**config.mk**
```make
export PLATFORM = sky130hd
export DESIGN_NAME = i2c_target_regs
export DESIGN_NICKNAME = d
export VERILOG_FILES = /design/src/rtl/i2c_target_regs.sv
export SDC_FILE = /design/constraint.sdc
export NUM_CORES = 1
export LEC_CHECK = 0
export BUFFER_PORTS_ARGS = -buffer_cell sky130_fd_sc_hd__buf_2
export CORE_UTILIZATION = 35
export CTS_CLUSTER_DIAMETER = 60
export DETAILED_ROUTE_END_ITERATION = 10
export PLACE_DENSITY = 0.49
export SKIP_CTS_REPAIR_TIMING = 1
export SYNTH_ARGS = -nofsm -noshare
export SYNTH_HDL_FRONTEND = slang
export SYNTH_SLANG_ARGS = --single-unit
```
**constraint.sdc**
```tcl
create_clock -name clock -period 6.4 [get_ports clock]
set_input_delay 1.28 -clock clock [delete_from_list [all_inputs] [get_ports clock]]
set_output_delay 1.28 -clock clock [all_outputs]
set_load 0.05 [all_outputs]
```
**src/rtl/i2c_target_regs.sv**
```systemverilog
`default_nettype none
// ============================================================================
// Module   : i2c_target_regs
// Purpose  : I2C target with a 16-byte register file that is shared with a
//            CPU-side valid/ready bus. SCL/SDA are synchronised, edge
//            detected and decoded by a bit-level FSM. SDA is open-drain.
// Revision : 1.0 - initial release
// ============================================================================
module i2c_target_regs #(
    parameter logic [6:0] TARGET_ADDR = 7'h42,
    parameter int         SYNC_STAGES = 2
) (
    input  logic        clock,
    input  logic        resetn,
    input  logic [23:0] address,
    input  logic [31:0] write_data,
    output logic [31:0] read_data,
    input  logic [3:0]  wstrb,
    input  logic        valid,
    output logic        ready,
    input  logic        scl_i,
    input  logic        sda_i,
    output logic        sda_oe,
    output logic        irq
);

    typedef enum logic [3:0] {
        S_IDLE      = 4'd0,
        S_ADDR      = 4'd1,
        S_ADDR_ACK  = 4'd2,
        S_PTR       = 4'd3,
        S_PTR_ACK   = 4'd4,
        S_WDATA     = 4'd5,
        S_WDATA_ACK = 4'd6,
        S_RDATA     = 4'd7,
        S_RDATA_ACK = 4'd8,
        S_IGNORE    = 4'd9
    } state_t;

    localparam logic [4:0] c_STATUS_OFS = 5'h10;

    // ------------------------------------------------------------------
    // Signals
    // ------------------------------------------------------------------
    logic [SYNC_STAGES-1:0] r_scl_sync;
    logic [SYNC_STAGES-1:0] r_sda_sync;
    logic                   r_scl_prev;
    logic                   r_sda_prev;

    state_t      r_state, w_state_nxt;
    logic [3:0]  r_bitcnt, w_bitcnt_nxt;
    logic [7:0]  r_shift, w_shift_nxt;
    logic [3:0]  r_ptr, w_ptr_nxt;
    logic        r_sda_oe, w_oe_nxt;
    logic        w_i2c_we;

    logic [7:0]  r_regs [16];
    logic        r_wr_event;
    logic        r_collision;
    logic        r_i2c_we_d;
    logic        r_ready;
    logic [31:0] r_read_data;

    logic        w_scl, w_sda;
    logic        w_scl_rise, w_scl_fall, w_start, w_stop;
    logic [7:0]  w_rx_byte;
    logic [7:0]  w_ptr_byte;
    logic        w_busy;
    logic        w_cpu_acc, w_cpu_wr, w_cpu_reg_we, w_cpu_stat_we;
    logic [3:0]  w_cpu_idx;
    logic        w_collide;
    logic [7:0]  w_cpu_rdata;
    logic        w_unused_bits;

    // ------------------------------------------------------------------
    // Pin synchronisers plus one extra flop per line for edge detection;
    // reset to 1 so an idle bus produces no spurious edges.
    // ------------------------------------------------------------------
    always_ff @(posedge clock or negedge resetn) begin
        if (!resetn) begin
            r_scl_sync <= '1;
            r_sda_sync <= '1;
            r_scl_prev <= 1'b1;
            r_sda_prev <= 1'b1;
        end else begin
            r_scl_sync <= {r_scl_sync[SYNC_STAGES-2:0], scl_i};
            r_sda_sync <= {r_sda_sync[SYNC_STAGES-2:0], sda_i};
            r_scl_prev <= r_scl_sync[SYNC_STAGES-1];
            r_sda_prev <= r_sda_sync[SYNC_STAGES-1];
        end
    end

    assign w_scl      = r_scl_sync[SYNC_STAGES-1];
    assign w_sda      = r_sda_sync[SYNC_STAGES-1];
    assign w_scl_rise =  w_scl & ~r_scl_prev;
    assign w_scl_fall = ~w_scl &  r_scl_prev;
    assign w_start    = w_scl & r_scl_prev &  r_sda_prev & ~w_sda;
    assign w_stop     = w_scl & r_scl_prev & ~r_sda_prev &  w_sda;
    assign w_rx_byte  = {r_shift[6:0], w_sda};
    assign w_ptr_byte = r_regs[r_ptr];

    // ------------------------------------------------------------------
    // I2C protocol state register
    // ------------------------------------------------------------------
    always_ff @(posedge clock or negedge resetn) begin
        if (!resetn) begin
            r_state  <= S_IDLE;
            r_bitcnt <= 4'd0;
            r_shift  <= 8'd0;
            r_ptr    <= 4'd0;
            r_sda_oe <= 1'b0;
        end else begin
            r_state  <= w_state_nxt;
            r_bitcnt <= w_bitcnt_nxt;
            r_shift  <= w_shift_nxt;
            r_ptr    <= w_ptr_nxt;
            r_sda_oe <= w_oe_nxt;
        end
    end

    // ------------------------------------------------------------------
    // Next-state logic. In the *_ACK states of received bytes the current
    // SDA drive tells the first fall (assert ACK) from the second (release).
    // In RDATA_ACK, bitcnt==1 marks that the controller ACKed the byte.
    // ------------------------------------------------------------------
    always_comb begin
        w_state_nxt  = r_state;
        w_bitcnt_nxt = r_bitcnt;
        w_shift_nxt  = r_shift;
        w_ptr_nxt    = r_ptr;
        w_oe_nxt     = r_sda_oe;
        w_i2c_we     = 1'b0;
        if (w_stop) begin
            w_state_nxt = S_IDLE;
            w_oe_nxt    = 1'b0;
        end else if (w_start) begin
            w_state_nxt  = S_ADDR;
            w_bitcnt_nxt = 4'd0;
            w_oe_nxt     = 1'b0;
        end else begin
            case (r_state)
                S_ADDR: begin
                    if (w_scl_rise) begin
                        w_shift_nxt  = w_rx_byte;
                        w_bitcnt_nxt = r_bitcnt + 4'd1;
                        if (r_bitcnt == 4'd7) begin
                            w_bitcnt_nxt = 4'd0;
                            w_state_nxt  = (w_rx_byte[7:1] == TARGET_ADDR) ? S_ADDR_ACK : S_IGNORE;
                        end
                    end
                end
                S_ADDR_ACK: begin
                    if (w_scl_fall) begin
                        if (!r_sda_oe) begin
                            w_oe_nxt = 1'b1;
                        end else begin
                            w_bitcnt_nxt = 4'd0;
                            if (r_shift[0]) begin
                                w_state_nxt = S_RDATA;
                                w_shift_nxt = w_ptr_byte;
                                w_oe_nxt    = ~w_ptr_byte[7];
                            end else begin
                                w_state_nxt = S_PTR;
                                w_oe_nxt    = 1'b0;
                            end
                        end
                    end
                end
                S_PTR: begin
                    if (w_scl_rise) begin
                        w_shift_nxt  = w_rx_byte;
                        w_bitcnt_nxt = r_bitcnt + 4'd1;
                        if (r_bitcnt == 4'd7) begin
                            w_ptr_nxt   = w_rx_byte[3:0];
                            w_state_nxt = S_PTR_ACK;
                        end
                    end
                end
                S_WDATA: begin
                    if (w_scl_rise) begin
                        w_shift_nxt  = w_rx_byte;
                        w_bitcnt_nxt = r_bitcnt + 4'd1;
                        if (r_bitcnt == 4'd7) begin
                            w_i2c_we    = 1'b1;
                            w_ptr_nxt   = r_ptr + 4'd1;
                            w_state_nxt = S_WDATA_ACK;
                        end
                    end
                end
                S_PTR_ACK, S_WDATA_ACK: begin
                    if (w_scl_fall) begin
                        if (!r_sda_oe) begin
                            w_oe_nxt = 1'b1;
                        end else begin
                            w_oe_nxt     = 1'b0;
                            w_bitcnt_nxt = 4'd0;
                            w_state_nxt  = S_WDATA;
                        end
                    end
                end
                S_RDATA: begin
                    if (w_scl_rise) begin
                        w_bitcnt_nxt = r_bitcnt + 4'd1;
                    end else if (w_scl_fall) begin
                        if (r_bitcnt == 4'd8) begin
                            w_oe_nxt     = 1'b0;
                            w_bitcnt_nxt = 4'd0;
                            w_state_nxt  = S_RDATA_ACK;
                        end else begin
                            w_oe_nxt    = ~r_shift[6];
                            w_shift_nxt = {r_shift[6:0], 1'b0};
                        end
                    end
                end
                S_RDATA_ACK: begin
                    if (w_scl_rise) begin
                        w_ptr_nxt = r_ptr + 4'd1;
                        if (!w_sda) begin
                            w_bitcnt_nxt = 4'd1;
                        end else begin
                            w_state_nxt = S_IGNORE;
                        end
                    end else if (w_scl_fall && (r_bitcnt == 4'd1)) begin
                        w_bitcnt_nxt = 4'd0;
                        w_state_nxt  = S_RDATA;
                        w_shift_nxt  = w_ptr_byte;
                        w_oe_nxt     = ~w_ptr_byte[7];
                    end
                end
                S_IDLE, S_IGNORE: begin
                    w_state_nxt = r_state;
                end
                default: begin
                    w_state_nxt = S_IDLE;
                    w_oe_nxt    = 1'b0;
                end
            endcase
        end
    end

    // ------------------------------------------------------------------
    // CPU side decode
    // ------------------------------------------------------------------
    assign w_cpu_acc     = valid & ~r_ready;
    assign w_cpu_wr      = w_cpu_acc & wstrb[0];
    assign w_cpu_idx     = address[5:2];
    assign w_cpu_reg_we  = w_cpu_wr & ~address[6];
    assign w_cpu_stat_we = w_cpu_wr & (address[6:2] == c_STATUS_OFS);
    assign w_collide     = w_cpu_reg_we & w_i2c_we & (w_cpu_idx == r_ptr);
    assign w_busy        = (r_state != S_IDLE) && (r_state != S_IGNORE);

    // CPU read mux: register bytes, status, zero elsewhere
    always_comb begin
        w_cpu_rdata = 8'd0;
        if (!address[6]) begin
            w_cpu_rdata = r_regs[w_cpu_idx];
        end else if (address[6:2] == c_STATUS_OFS) begin
            w_cpu_rdata = {5'd0, r_collision, r_wr_event, w_busy};
        end
    end

    // Register file: the I2C write takes priority over a CPU write to the same byte
    always_ff @(posedge clock or negedge resetn) begin
        if (!resetn) begin
            for (int i = 0; i < 16; i++) begin
                r_regs[i] <= 8'd0;
            end
        end else begin
            if (w_cpu_reg_we && !w_collide) begin
                r_regs[w_cpu_idx] <= write_data[7:0];
            end
            if (w_i2c_we) begin
                r_regs[r_ptr] <= w_rx_byte;
            end
        end
    end

    // Status flags: hardware set wins over a simultaneous write-1-to-clear
    always_ff @(posedge clock or negedge resetn) begin
        if (!resetn) begin
            r_i2c_we_d  <= 1'b0;
            r_wr_event  <= 1'b0;
            r_collision <= 1'b0;
        end else begin
            r_i2c_we_d <= w_i2c_we;
            if (r_i2c_we_d) begin
                r_wr_event <= 1'b1;
            end else if (w_cpu_stat_we && write_data[1]) begin
                r_wr_event <= 1'b0;
            end
            if (w_collide) begin
                r_collision <= 1'b1;
            end else if (w_cpu_stat_we && write_data[2]) begin
                r_collision <= 1'b0;
            end
        end
    end

    // CPU handshake and registered read data
    always_ff @(posedge clock or negedge resetn) begin
        if (!resetn) begin
            r_ready     <= 1'b0;
            r_read_data <= 32'd0;
        end else begin
            r_ready <= w_cpu_acc;
            if (w_cpu_acc && !wstrb[0]) begin
                r_read_data <= {24'd0, w_cpu_rdata};
            end
        end
    end

    assign ready     = r_ready & valid;
    assign read_data = r_read_data;
    assign sda_oe    = r_sda_oe;
    assign irq       = r_wr_event;

    assign w_unused_bits = ^{address[23:7], address[1:0], write_data[31:8], wstrb[3:1]};

endmodule
`default_nettype wire

```
==> results of run 1 <==
## stage by stage
stage	worst slack [ns]	utilization, %	instances	total power, uW	area (sq um)
finish	2.80	38.8	1474	3370	11900
global route	2.60	38.8	1474	3530	11900
CTS	2.81	38.8	1474	3390	11900
detailed placement	2.33	36.8	1442	2260	11300
global placement	2.35	36.8	1442	2260	11300
floorplan	3.32	-	1117	1990	11100
## where the power goes
group          leakage, uW  internal (uW)  switching [uW]
logic              0.00277            369             542
registers          0.00170           1180             161
clock network     0.000304            626             500
## final timing paths
kind | to | from | cells past startpoint
setup / recovery | r_regs[4] | address[2] | 6
hold / removal | r_scl_sync[1] | r_scl_sync[0] | 0
setup reg to reg | r_regs[4] | r_sda_sync[1] | 6
hold reg to reg | r_scl_sync[1] | r_scl_sync[0] | 0
max in group asynchronous | r_regs[107] | resetn | 2
min in group asynchronous | r_bitcnt[0] | resetn | 1
## critical path: stages
cell and delay, ns:
buf_2 0.47, xnor2_1 0.18, and4_1 0.47, a2111oi_4 1.14, mux2i_1 0.27, a21oi_1 0.08
## metal layers
metal | track usage (%) | vias to the layer above | share of wire, %
li1 | - | 3941 | -
met1 | 34.1 | 4346 | 48
met2 | 34.5 | 253 | 45
met3 | 3.86 | 34 | 5.2
met4 | 6.58 | 0 | 1.9
met5 | 0 | - | 0
## cell families (layout without fill, tap and decap cells)
logic type / after synthesis / after routing / synth area share (%)
buffers and inverters: 133 / 94 / 5.71
flip-flops: 166 / 166 / 37.8
AO/OA/AOI/OAI: 249 / 249 / 14.3
adder cells (fa/ha/maj): 10 / 10 / 1.14
AND/OR/NAND/NOR: 310 / 310 / 13.6
other: 1 / 24 / 0.0341
XOR/XNOR: 7 / 7 / 0.626
multiplexers: 218 / 218 / 26.8
## sequential cells by signal, indices dropped and copies added, names as in the netlist
name         cells
read_data        8
sda_oe           1
r_sda_prev       1
r_collision      1
r_ready          1
r_ptr            4
r_scl_sync       2
irq              1
r_sda_sync       2
r_state          4
r_shift          7
r_regs         128
r_bitcnt         4
r_i2c_we_d       1
r_scl_prev       1
## layout make-up
| type | count | area, sq um |
|---|---|---|
| fillers | 3054 | 18800 |
| multi-input cells | 818 | 6300 |
| flip-flops and latches | 166 | 4160 |
| well taps | 396 | 495 |
| clock buffers | 18 | 429 |
| repair buffers | 47 | 287 |
| clock inverters | 14 | 184 |
| inverters | 15 | 61.3 |
## placed cells by master (no fill, tap or decap), types with 5 or more instances in the layout
master / netlist / layout
conb_1: 1 / 24
inv_6: 1 / 6
a31oi_1: 10 / 10
buf_4: 25 / 18
dfstp_2: 6 / 6
a211oi_1: 5 / 5
nand3_1: 41 / 41
a22o_1: 5 / 5
nand4_1: 9 / 9
a211o_1: 6 / 6
dfrtp_1: 160 / 158
nor2b_1: 14 / 14
nand2b_1: 11 / 11
inv_1: 13 / 13
nor3b_1: 8 / 8
buf_2: 12 / 28
nor3_1: 18 / 18
mux4_2: 60 / 60
nor2_1: 151 / 151
o21ai_0: 12 / 12
nand2_1: 27 / 27
a21oi_2: 9 / 9
clkbuf_16: 0 / 17
ha_1: 10 / 10
a22oi_1: 9 / 9
mux2i_1: 149 / 149
a21oi_1: 148 / 148
mux2_2: 9 / 9
==> results_dict.tcl, run 1 <==
set metrics [dict create \
    yosys.area.top_type "dfrtp_1" \
    avgViaCountPerCell 5.82 \
    drive_gt1_share_pct 16.8 \
    setup_viol 0 \
    drc 12 \
    grt-ovfl-total 0 \
    num_rows 64 \
    synthesis.instances 1094 \
    firstDrtPassIters 8 \
    drv_slew 0 \
    first_iter_violations 801 \
    layout_min_cycle_time_ns 3.60 \
    clock_skew_ns 0.0156 \
    die_area_sq_um 32100 \
    gr-usage-all-layers_pct 23.1 \
    criticalPathCategory "input pin to flip-flop" \
    syn_area_sq_um 11000 \
    async_reset_ff_share_pct 100 \
    ys_ff_latch 166 \
    clkSlewWorstSetupHoldPaths_ns 0.07 \
    ioPinCount 100 \
    vdd_drop_max_mv 0.198 \
    fin_setup_tns_ns 0 \
    cts_buffer_depth 2 \
    cts_buffers 17 \
    synth_enable_flop_cells 0 \
    start_util_pct 35.8 \
    timing.hold.ws_ns 0.358 \
    status "finished, violations left" \
    ys_seq_area_share_pct 37.8 \
    core_area_sq_um 30700 \
    die_w_um 179 \
    relSlewSlack_pct 23.6 \
    synth_area_leaders "dfrtp_1 (36%), mux2i_1 (14%), mux4_2 (12%)" \
    place.gp.congestion 0.839 \
    cts_sinks 166 \
    cts_tree "built" \
    critPathRequiredTime_ns 6.70 \
    diodes 0 \
    period_share_pct 56.3 \
    synth.top_cell.area_share_pct 36.4 \
    synth_cell_types 74 \
    drt.antenna.violating_nets 0 \
    synth_common_cells "dfrtp_1 (160), nor2_1 (151), mux2i_1 (149)" \
    grt_first_pass_wirelength_mm 53.6 \
    hp-class "flip-flop to flip-flop" \
    grt_pass1_vias 8058 \
    fin_nets 1140 \
    clk_latency_ns 0.45 \
    fmax_mhz 278 \
    synth_flop_cell "dfrtp_1" \
    cp_max_fo 16 \
    synth.avg_cell_area_sq_um 10.1 \
    die_h_um 179 \
    wirelength_mm 35.4 \
    cp-end-kind "flip-flop" \
    worst_setup_path_start_kind "input pin" \
    arrival_ns 3.90 \
    hpwlAfterDp_mm 22.7 \
    leakagePower_uw 0.00477 \
    htreeDepth 4 \
    grt_antenna_before_repair 0 \
    regToRegSetupSlack_ns 2.90 \
    vias 8574 \
    yosysMostFrequentCell "dfrtp_1" \
    final-hold-violation-count 0 \
    wire_per_inst_um 24.0 \
    violations "design-rule violations" \
    power.density_nw_per_um2 283 \
    port_buffers 29 \
    grt_max_degree 96 \
    cap_violations 0 \
    cts_root_buf "clkbuf_16" \
    area_growth_pct 8.39 \
    rsz0062_at_grt "false" \
    worstMarginPinSlew_ns 1.15 \
    synth_warnings 0 \
]
(Power assumes the default switching activity.)
==> inputs of run 2 (changes only) <==
Clock period 6.4 ns to 3.55 ns, I/O delays scaled along.
==> results_dict.tcl, run 2 (synthesized netlist as in run 1, its figures left out) <==
set metrics [dict create \
    cts_tree "built" \
    final_common_cell "dfrtp_1" \
    fill_cells 3040 \
    hp-class "input pin to async pin" \
    grt_pass1_vias 8447 \
    core_area_sq_um 30700 \
    arrival_ns 3.37 \
    grt_antenna_before_repair 0 \
    drive_gt1_share_pct 20.2 \
    cap_violations 0 \
    relSlewSlack_pct 24.4 \
    cp-end-kind "flip-flop" \
    cp_max_fo 7 \
    layout_min_cycle_time_ns 3.04 \
    period_share_pct 85.7 \
    clkSlewWorstSetupHoldPaths_ns 0.07 \
    largest_reg_flops 128 \
    rsz0062_at_grt "false" \
    ioPinCount 100 \
    cts_sinks 166 \
    grt_max_degree 80 \
    cts_buffer_depth 2 \
    criticalPathCategory "flip-flop to flip-flop" \
    drc 12 \
    fmax_mhz 329 \
    worstMarginPinSlew_ns 1.13 \
    die_h_um 179 \
    cts_root_buf "clkbuf_16" \
    worst_setup_path_start_kind "flip-flop" \
    htreeDepth 4 \
    violations "design-rule violations" \
    place.gp.congestion 0.858 \
    leakagePower_uw 0.00498 \
    clock_skew_ns 0.0173 \
    diodes 0 \
    wire_per_inst_um 23.2 \
    num_rows 64 \
    avgViaCountPerCell 5.70 \
    start_util_pct 35.8 \
    gr-usage-all-layers_pct 23.2 \
    wirelength_mm 35.2 \
    drv_slew 0 \
    fin_setup_tns_ns 0 \
    status "finished, violations left" \
    regMostFlops "r_regs" \
    cts_buffers 17 \
    firstDrtPassIters 7 \
    grt-ovfl-total 0 \
    fin_nets 1185 \
    port_buffers 29 \
    vdd_drop_max_mv 0.363 \
    power.density_nw_per_um2 496 \
    final-hold-violation-count 0 \
    clk_latency_ns 0.45 \
    vias 8651 \
    hpwlAfterDp_mm 24.0 \
    area_growth_pct 11.9 \
    setup_viol 0 \
    die_w_um 179 \
    first_iter_violations 744 \
    layout_common_cells "dfrtp_1 (158), nor2_1 (151), mux2i_1 (149), a21oi_1 (148)" \
    final_cell_area_sq_um 12300 \
    grt_first_pass_wirelength_mm 54.3 \
    drt.antenna.violating_nets 0 \
    die_area_sq_um 32100 \
    place_area_sq_um 11700 \
    critPathRequiredTime_ns 3.88 \
]
[run 2: layout make-up]
class                      instances  area (sq um)  area share, %
inverter                          15          61.3          0.498
timing repair buffer              92           662           5.38
clock inverter                    14           185           1.50
tap                              396           495           4.02
clock buffer                      18           439           3.57
multi-input combinational        818          6300           51.2
sequential                       166          4160           33.8
[run 2: metrics by stage]
stage	setup WS [ns]	hold slack, ns	std cells	total power [uW]	util, %
final	0.509	0.323	1519	6110	40.0
after CTS	0.593	0.350	1519	6140	40.0
after global placement	0.604	0.345	1487	4120	38.0
after global routing	0.427	0.348	1519	6390	40.0
after floorplan	1.04	0.345	1117	3590	-
after detailed placement	0.560	0.351	1487	4140	38.0
[run 2: worst paths after layout]
kind                                from  slack (ns)             to  cells after the start
max                           r_scl_prev        0.51     r_shift[5]                      6
min                               resetn        0.32    r_bitcnt[3]                      1
max reg2reg                   r_scl_prev        0.51     r_shift[5]                      6
min reg2reg                r_scl_sync[0]        0.36  r_scl_sync[1]                      0
max in group asynchronous         resetn        2.43    r_regs[113]                      2
min in group clock         r_scl_sync[0]        0.36  r_scl_sync[1]                      0
[run 2: where the power goes]
| group | switching [uW] | internal, uW | total, uW | leakage [uW] |
|---|---|---|---|---|
| combinational | 985 | 709 | 1690 | 0.00299 |
| clock | 906 | 1090 | 2000 | 0.000299 |
| sequential | 296 | 2120 | 2410 | 0.00170 |
| total | 2190 | 3920 | 6110 | 0.00498 |
[run 2: critical path, cell delays in order, from the launching register on]
cell and delay [ns]:
dfstp_2 0.56, ha_1 0.31, nor4bb_1 0.50, nand2_1 0.11
a222oi_1 0.50, nand3_1 0.52, mux2_2 0.42
[run 2: per-layer routing]
layer	routed length, um	global-route usage [%]
met3	1570	3.67
met4	636	6.13
met2	15700	34.8
met5	0	0
met1	17300	34.4
==> inputs of run 3 (changes only) <==
Clock period 3.55 ns to 3.9 ns, I/O delays scaled along.
==> results_dict.tcl, run 3 (synthesized netlist as in run 1, its figures left out) <==
set metrics [dict create \
    first_iter_violations 1033 \
    drt.antenna.violating_nets 0 \
    regToRegSetupSlack_ns 0.75 \
    vdd_drop_max_mv 0.307 \
    clock_skew_ns 0.0158 \
    criticalPathCategory "flip-flop to flip-flop" \
    fin_nets 1170 \
    wirelength_mm 34.9 \
    diodes 0 \
    drc 12 \
    die_w_um 179 \
    violations "design-rule violations" \
    critPathRequiredTime_ns 4.19 \
    htreeDepth 4 \
    grt-ovfl-total 0 \
    grt_first_pass_wirelength_mm 52.8 \
    arrival_ns 3.43 \
    cts_tree "built" \
    slowest_stage "a2111o_1" \
    fmax_mhz 318 \
    clkSlewWorstSetupHoldPaths_ns 0.07 \
    rsz0062_at_grt "false" \
    reg2reg_to "r_regs[46]" \
    power.density_nw_per_um2 457 \
    cts_buffer_depth 2 \
    core_area_sq_um 30700 \
    vias 8589 \
    die_area_sq_um 32100 \
    ioPinCount 100 \
    regMostFlops "r_regs" \
    hpwlAfterDp_mm 23.7 \
    period_share_pct 80.6 \
    cts_sinks 166 \
    status "finished, violations left" \
    cts_buffers 17 \
    worstMarginPinSlew_ns 1.07 \
    wire_per_inst_um 23.2 \
    final_common_cell "dfrtp_1" \
    layout_common_cells "dfrtp_1 (158), nor2_1 (151), mux2i_1 (149), a21oi_1 (148), mux4_2 (60)" \
    relSlewSlack_pct 28.9 \
    leakagePower_uw 0.00490 \
    place_ws_ns 0.801 \
    num_rows 64 \
    cp_max_fo 28 \
    setup_slack_ns 0.755 \
    drive_gt1_share_pct 19.0 \
    clk_latency_ns 0.45 \
    place.gp.congestion 0.851 \
    area_growth_pct 10.6 \
    start_util_pct 35.8 \
    firstDrtPassIters 9 \
    grt_antenna_before_repair 0 \
    port_buffers 29 \
    hp-class "input pin to async pin" \
    cap_violations 0 \
    worst_setup_path_start_kind "flip-flop" \
    die_h_um 179 \
    grt_pass1_vias 7990 \
    fin_setup_tns_ns 0 \
    grt_max_degree 60 \
    rr_startpoint "r_scl_sync[1]" \
    layout_min_cycle_time_ns 3.15 \
    largest_reg_flops 128 \
    cp-startpoint "r_scl_sync[1]" \
    cp-end-kind "flip-flop" \
    worstPathCellList "ha_1 > nand4b_1 > a2111o_1 > inv_6 > nand3_1 > nor2_1 > a21oi_1" \
    max_stage_delay_ns 0.64 \
    cts_root_buf "clkbuf_16" \
    worst_r2r_path_depth 7 \
    gr-usage-all-layers_pct 22.6 \
    setup_viol 0 \
    drv_slew 0 \
    avgViaCountPerCell 5.71 \
    final-hold-violation-count 0 \
]
-- run 3: changes by cell type in the layout (fill, tap and decap cells not counted) --
cell / delta
buf_12: -3
clkinv_8: -2
clkbuf_1: +1
bufinv_16: +1
clkinv_4: -1
inv_6: +1
buf_4: -12
-- run 3: layout make-up --
type	instances	area (sq um)
Fill cell	3078	18600
Timing Repair Buffer	77	512
Tap cell	396	495
Multi-Input combinational cell	818	6300
Inverter	15	61.3
Clock inverter	13	183
Sequential cell	166	4160
Clock buffer	19	443
-- run 3: worst max-delay path by stage --
stage                 endpoint  slack (ns)  cells past startpoint
global placement    r_regs[45]        0.80                      7
finish              r_regs[46]        0.75                      7
detailed placement  r_regs[45]        0.80                      7
CTS                 r_regs[40]        0.79                      7
global route        r_regs[40]        0.60                      7
floorplan           r_regs[48]        1.32                      7
-- run 3: stage by stage --
| stage | utilization (%) | cell area (sq um) | hold WS [ns] | power (uW) | std cells |
|---|---|---|---|---|---|
| final | 39.6 | 12200 | 0.303 | 5560 | 1504 |
| after global routing | 39.6 | 12200 | 0.343 | 5830 | 1504 |
| after CTS | 39.6 | 12200 | 0.342 | 5590 | 1504 |
| after detailed placement | 37.5 | 11500 | 0.347 | 3730 | 1472 |
| after global placement | 37.5 | 11500 | 0.346 | 3710 | 1472 |
| after floorplan | - | 11100 | 0.345 | 3260 | 1117 |
-- run 3: where the power goes --
part	total (uW)	internal [uW]	switching, uW
sequential	2180	1930	250
combinational	1520	620	904
clock	1860	1050	811
total	5560	3600	1970
-- run 3: layer usage --
metal / wire, um / track usage [%] / part of all wire, %
met5: 0 / 0 / 0
met4: 612 / 6.34 / 1.8
met3: 2220 / 4.13 / 6.4
met2: 15600 / 33.1 / 45
met1: 16500 / 33.7 / 47
-- run 3: critical path: cells and delay by family, from the launching register on --
kind            cells  cell delay (ns)
fa+ha+maj           1             0.33
buf+inv             1             0.34
flops               1             0.56
simple gates        3             1.04
compound gates      2             0.70
